## src/rtl/ppi_pkg.sv

```systemverilog
// Shared types and constants for the PPI bus master: FSM states, PPI register
// addresses and control-word bit positions.
package ppi_pkg;

  typedef enum logic [2:0] {
    IDLE,
    SETUP,
    STROBE,
    HOLD,
    DONE
  } ppi_state_t;

  localparam logic [1:0] PPI_PORT_A = 2'd0;
  localparam logic [1:0] PPI_PORT_B = 2'd1;
  localparam logic [1:0] PPI_PORT_C = 2'd2;
  localparam logic [1:0] PPI_CTRL   = 2'd3;

  // Control word: bit 7 set = mode-set word, clear = port C bit set/reset.
  localparam int PPI_CW_MODE_SET_BIT = 7;
  localparam int PPI_CW_BSR_SEL_LSB  = 1;
  localparam int PPI_CW_BSR_VAL_BIT  = 0;

  function automatic int max3(input int a, input int b, input int c);
    int m;
    m = (a > b) ? a : b;
    return (m > c) ? m : c;
  endfunction

endpackage

```

## src/rtl/ppi_wait_counter.sv

```systemverilog
// Loadable down-counter with zero flag; times the setup, strobe and hold
// phases of a PPI bus cycle. Saturates at zero.
module ppi_wait_counter #(
  parameter int CNT_W = 2
) (
  input  logic             clk,
  input  logic             Reset,
  input  logic             load,
  input  logic [CNT_W-1:0] load_val,
  output logic             zero
);

  logic [CNT_W-1:0] cnt;

  always_ff @(posedge clk) begin
    if (Reset) begin
      cnt <= '0;
    end else if (load) begin
      cnt <= load_val;
    end else if (cnt != '0) begin
      cnt <= cnt - 1'b1;
    end
  end

  assign zero = (cnt == '0);

endmodule

```

## src/rtl/ppi_bus_master.sv

```systemverilog
// Single-word initiator for the PPI chip bus with programmable setup/strobe/hold.
// Optional feature macro: PPI_CTRL_SHADOW_EN (control-word shadow, bus-less reads of address 3).
module ppi_bus_master
  import ppi_pkg::*;
#(
  parameter int SETUP_CYC  = 1,
  parameter int STROBE_CYC = 2,
  parameter int HOLD_CYC   = 1
) (
  input  logic       clk,
  input  logic       Reset,
  input  logic       req_valid,
  output logic       req_ready,
  input  logic       req_write,
  input  logic [1:0] req_addr,
  input  logic [7:0] req_wdata,
  output logic       rsp_valid,
  output logic [7:0] rsp_rdata,
  output logic       CS_n,
  output logic       RD_n,
  output logic       WR_n,
  output logic [1:0] A,
  output logic [7:0] D_out,
  output logic       D_oe,
  input  logic [7:0] D_in
);

  localparam int CNT_W = $clog2(max3(SETUP_CYC, STROBE_CYC, HOLD_CYC) + 1);
  localparam logic [CNT_W-1:0] SETUP_LD  = CNT_W'(SETUP_CYC - 1);
  localparam logic [CNT_W-1:0] STROBE_LD = CNT_W'(STROBE_CYC - 1);
  localparam logic [CNT_W-1:0] HOLD_LD   = CNT_W'(HOLD_CYC - 1);

  ppi_state_t state, state_nxt;
  logic       lat_write;
  logic [1:0] lat_addr;
  logic [7:0] lat_wdata;
  logic       accept, shadow_hit, capture_rd;
  logic       cnt_load, cnt_zero;
  logic [CNT_W-1:0] cnt_ld_val;

  logic       wr_eff, bus_on;
  logic [1:0] addr_eff;
  logic [7:0] wdata_eff;
  logic       cs_n_nxt, rd_n_nxt, wr_n_nxt, d_oe_nxt, ready_nxt, rsp_valid_nxt;
  logic [1:0] a_nxt;
  logic [7:0] d_out_nxt;

  assign accept     = req_valid && req_ready;
  assign capture_rd = (state == STROBE) && cnt_zero && !lat_write;

  ppi_wait_counter #(.CNT_W(CNT_W)) u_wait (
    .clk      (clk),
    .Reset    (Reset),
    .load     (cnt_load),
    .load_val (cnt_ld_val),
    .zero     (cnt_zero)
  );

`ifdef PPI_CTRL_SHADOW_EN
  logic [7:0] ctrl_shadow;
  assign shadow_hit = !req_write && (req_addr == PPI_CTRL);

  always_ff @(posedge clk) begin
    if (Reset) begin
      ctrl_shadow <= '0;
    end else if (accept && req_write && (req_addr == PPI_CTRL)) begin
      ctrl_shadow <= req_wdata;
    end
  end
`else
  assign shadow_hit = 1'b0;
`endif

  always_comb begin
    state_nxt  = state;
    cnt_load   = 1'b0;
    cnt_ld_val = SETUP_LD;
    case (state)
      IDLE: begin
        if (accept) begin
          if (shadow_hit) begin
            state_nxt = DONE;
          end else begin
            state_nxt = SETUP;
            cnt_load  = 1'b1;
          end
        end
      end
      SETUP: begin
        if (cnt_zero) begin
          state_nxt  = STROBE;
          cnt_load   = 1'b1;
          cnt_ld_val = STROBE_LD;
        end
      end
      STROBE: begin
        if (cnt_zero) begin
          state_nxt  = HOLD;
          cnt_load   = 1'b1;
          cnt_ld_val = HOLD_LD;
        end
      end
      HOLD:    if (cnt_zero) state_nxt = DONE;
      DONE:    state_nxt = IDLE;
      default: state_nxt = IDLE;
    endcase
  end

  // Outputs are registered from the next state, so the accept cycle's request
  // fields are forwarded directly instead of waiting for the latch.
  always_comb begin
    wr_eff        = accept ? req_write : lat_write;
    addr_eff      = accept ? req_addr  : lat_addr;
    wdata_eff     = accept ? req_wdata : lat_wdata;
    bus_on        = (state_nxt == SETUP) || (state_nxt == STROBE) || (state_nxt == HOLD);
    cs_n_nxt      = !bus_on;
    rd_n_nxt      = !((state_nxt == STROBE) && !wr_eff);
    wr_n_nxt      = !((state_nxt == STROBE) && wr_eff);
    a_nxt         = bus_on ? addr_eff : 2'd0;
    d_oe_nxt      = bus_on && wr_eff;
    d_out_nxt     = d_oe_nxt ? wdata_eff : 8'h00;
    ready_nxt     = (state_nxt == IDLE);
    rsp_valid_nxt = (state_nxt == DONE);
  end

  always_ff @(posedge clk) begin
    if (Reset) begin
      state     <= IDLE;
      req_ready <= 1'b0;
      rsp_valid <= 1'b0;
      CS_n      <= 1'b1;
      RD_n      <= 1'b1;
      WR_n      <= 1'b1;
      A         <= 2'd0;
      D_out     <= 8'h00;
      D_oe      <= 1'b0;
      lat_write <= 1'b0;
      lat_addr  <= 2'd0;
      lat_wdata <= 8'h00;
    end else begin
      state     <= state_nxt;
      req_ready <= ready_nxt;
      rsp_valid <= rsp_valid_nxt;
      CS_n      <= cs_n_nxt;
      RD_n      <= rd_n_nxt;
      WR_n      <= wr_n_nxt;
      A         <= a_nxt;
      D_out     <= d_out_nxt;
      D_oe      <= d_oe_nxt;
      if (accept) begin
        lat_write <= req_write;
        lat_addr  <= req_addr;
        lat_wdata <= req_wdata;
      end
    end
  end

  always_ff @(posedge clk) begin
    if (Reset) begin
      rsp_rdata <= 8'h00;
    end else if (capture_rd) begin
      rsp_rdata <= D_in;
`ifdef PPI_CTRL_SHADOW_EN
    end else if (accept && shadow_hit) begin
      rsp_rdata <= ctrl_shadow;
`endif
    end
  end

endmodule

```

## config.mk

```make
export PLATFORM = sky130hd
export DESIGN_NAME = ppi_bus_master
export DESIGN_NICKNAME = d
export VERILOG_FILES = /design/src/rtl/ppi_pkg.sv /design/src/rtl/ppi_wait_counter.sv /design/src/rtl/ppi_bus_master.sv
export SDC_FILE = /design/constraint.sdc
export NUM_CORES = 1
export LEC_CHECK = 0
export ABC_AREA = 1
export CAP_MARGIN = 10
export CORE_UTILIZATION = 47
export CTS_BUF_LIST = sky130_fd_sc_hd__clkbuf_8
export DETAILED_ROUTE_END_ITERATION = 10
export PLACE_DENSITY = 0.81
export RECOVER_POWER = 25
export SETUP_SLACK_MARGIN = 0.4
export SLEW_MARGIN = 25
export SYNTH_ARGS = -nofsm -noshare
export SYNTH_HDL_FRONTEND = slang
export SYNTH_SLANG_ARGS = --single-unit
export TNS_END_PERCENT = 1
```

## constraint.sdc

```tcl
create_clock -name clk -period 1.71 [get_ports clk]
set_clock_uncertainty 0.05 [all_clocks]
set_input_delay 0.2565 -clock clk [delete_from_list [all_inputs] [get_ports clk]]
set_output_delay 0.2565 -clock clk [all_outputs]
set_load 0.05 [all_outputs]
```

==> impl_results.md <==
- H-tree Lvls: 2
- Height of the chip: 56.9 µm
- Worst hold path class: flip-flop to flip-flop
- Tcrit/Tclk final: 0.815
- DRT Pass-1 Iters: 5
- DP Area: 1870 µm²
- Worst setup path startpoint: A[0]
- Die area: about 3200 µm²
- Pwr Total: 3.32 mW
- Clock Sinks: 40
- Synth unique cells: 19
- Die width: 56.9 µm
- Vias in the first global route: approximately 1200
- CP Buf/Inv Count: 1
- Status: completed
- Area growth syn-to-layout: 40.8%
- NumNets Final: 241
- Worst path arrival time: 1.09 ns
- # setup viols final: 0
- GRT overflow: 0
- Worst VDD drop: 991 µV
- Row Count: 19
- Max incr delay on CP: 0.46 ns
- RR Startpoint: u_wait.cnt[1]
- Worst-path clk slew: 0.08 ns
- Area of the multi-input gates: 556 µm²
- Syn avg cell area: 8.64 µm²
- Worst Path Class, Setup: flip-flop to output pin
- Crit path capture type: output pin
- Mapped Nets: 187
- Overall routing resource usage: 0.202
- First-pass GRT wire length: 4970 µm
- Final instance area: about 2000 µm²
- Post-layout min period: 1.39 ns
- Clock root cell: clkbuf_8
- Clock Tree Buf Depth: 2
- Gate count of the mapped netlist: 164
- Drt wl/cell: 12.8 µm
- Vias per Instance: roughly 4.9
- Final HPWL DP: 2270 µm
- Fillers: 224
- Most frequent cells in the layout: 37 x dfxtp_1, 29 x nor2_1, 21 x clkdlybuf4s50_1, 19 x inv_1, 18 x buf_4
- CTS tree: built
- Power density over cell area: 1660 nW/µm²
- Worst hold start: rsp_rdata[5]
- Crit path max-delay family: buffers and inverters
- #FFs+latches synth: 40
- Commonest non-fill, non-tap cell in the layout: dfxtp_1
- Diodes inserted: 0
- Fmax: 718 MHz
- Crit-path cells: clkbuf_1
- RSZ-0062 raised after global routing: true
- Worst-margin pin slew: a little over 0.6 ns
- Total core area: approximately 2800 µm²
- CTS buffer count: 5
- Max Transition Viols Final: 0
- Clk Latency, worst-skew pair: between 0.2 and 0.3 ns
- Req. time, crit path: around 1.4 ns
- # port buffers: 45
- Initial Util: 0.505
- Post-Syn Area: 1420 µm²
- Yosys Warn Count: 0
- Worst-path fanout max: 1
- Setup TNS: 0 ns
- Hold Fails Final Rpt: 0
- Static leakage: 0.891 nW
- Initial antenna violation count: 0
- DRT antenna net count: 0
- IO Count: 46
- DRC errors left: 0
- Slew headroom: 0.591
- Routed Wire Length: 3210 µm
- FF+latch area: roughly 800 µm²
- RD Place Congestion: 0.796
- Routed via count: 1236
- Layout cell share with drive strength beyond 1: 0.210
- Max Cap Violations: 0
- Pin count of the biggest net entering global routing: 17
- CP Launch Type: flip-flop
- Iter 0 DRT Violations: 33
- Slowest CP cell: clkbuf_1
- Post-synthesis sequential area ratio: 0.565
-- final timing paths --
| path | to | slack, ns | depth (start not counted) |
|---|---|---|---|
| worst min-delay path | rsp_rdata[5] | 0.40 | 2 |
| worst max register to register | D_out[4] | 0.32 | 8 |
| worst max-delay path | A[0] | 0.32 | 1 |
| worst min register to register | rsp_rdata[5] | 0.40 | 2 |
-- sequential cells by signal, summed over array words and instances (netlist names), 2 cells and up --
name and count:
A 2, D_out 8, lat_addr 2, lat_wdata 8, rsp_rdata 8, state 3
u_wait.cnt 2
-- Yosys cell counts --
cell type / instances / area, µm²
buf_4: 1 / 7.51
buf_2: 2 / 10.0
nand4_2: 1 / 12.5
a21oi_1: 9 / 45.0
nand2_1: 20 / 75.1
nand2_2: 2 / 12.5
nand3_2: 1 / 10.0
o21ai_0: 9 / 45.0
nand3_1: 3 / 15.0
nor2_2: 3 / 18.8
inv_1: 21 / 78.8
ha_1: 1 / 12.5
nand4_1: 7 / 43.8
dfxtp_1: 40 / 801
nor2_1: 30 / 113
nand2_4: 2 / 22.5
mux2i_1: 8 / 80.1
clkbuf_1: 3 / 11.3
inv_2: 1 / 3.75
-- per-stage QoR --
stage                     utilization  hold WS, ns  worst slack, ns  cells
after detailed placement        0.665        0.389           0.0502    237
final                           0.711        0.397            0.317    250
after CTS                       0.709        0.401            0.311    245
after floorplan                     -        0.370            0.411    164
after global routing            0.711        0.440            0.218    250
after global placement          0.665        0.383           0.0741    237
-- routing by layer --
metal,wire (µm),GRT usage,part of all wire
met1,1360,0.228,0.42
met2,1710,0.368,0.53
met3,118,0.0599,0.037
met4,27,0.0523,0.0084
met5,0,0,0
-- layout make-up --
| class | count | area share |
|---|---|---|
| sequential | 40 | 0.404 |
| clock buffer | 5 | 0.0345 |
| tap | 31 | 0.0194 |
| multi-input combinational | 96 | 0.278 |
| clock inverter | 3 | 0.0226 |
| timing repair buffer | 53 | 0.199 |
| inverter | 22 | 0.0414 |
-- worst register-to-register path: stages, from the launching register on --
cell	delay (ns)
dfxtp_1	0.32
inv_1	0.09
ha_4	0.20
nand4_1	0.17
nand3_2	0.16
inv_2	0.06
nand2_4	0.09
nand2_8	0.08
nor2_1	0.12
-- power breakdown --
part / switching (mW) / leakage, nW / internal, mW
Combinational: 0.874 / 0.506 / 0.492
Sequential: 0.0807 / 0.326 / 1.10
Clock: 0.337 / 0.0591 / 0.441
-- logic make-up (layout without fill, tap and decap cells) --
kind of cell | after synthesis | count (layout) | synth area share
compound gates | 18 | 18 | 0.0635
fa+ha+maj | 1 | 1 | 0.00882
buf+inv | 28 | 83 | 0.0786
flops | 40 | 40 | 0.565
mux | 8 | 8 | 0.0565
simple gates | 69 | 69 | 0.228
-- repair_timing --
| item | 4_1_cts | 5_1_grt |
|---|---|---|
| endpoints found under the setup margin | 19 | 24 |
| buffers inserted | 0 | 5 |
| pin swaps | 0 | 3 |
| hold buffers | 0 | 0 |
| gates resized for setup | 1 | 7 |
No activity file was read; power rests on OpenSTA's default activity.
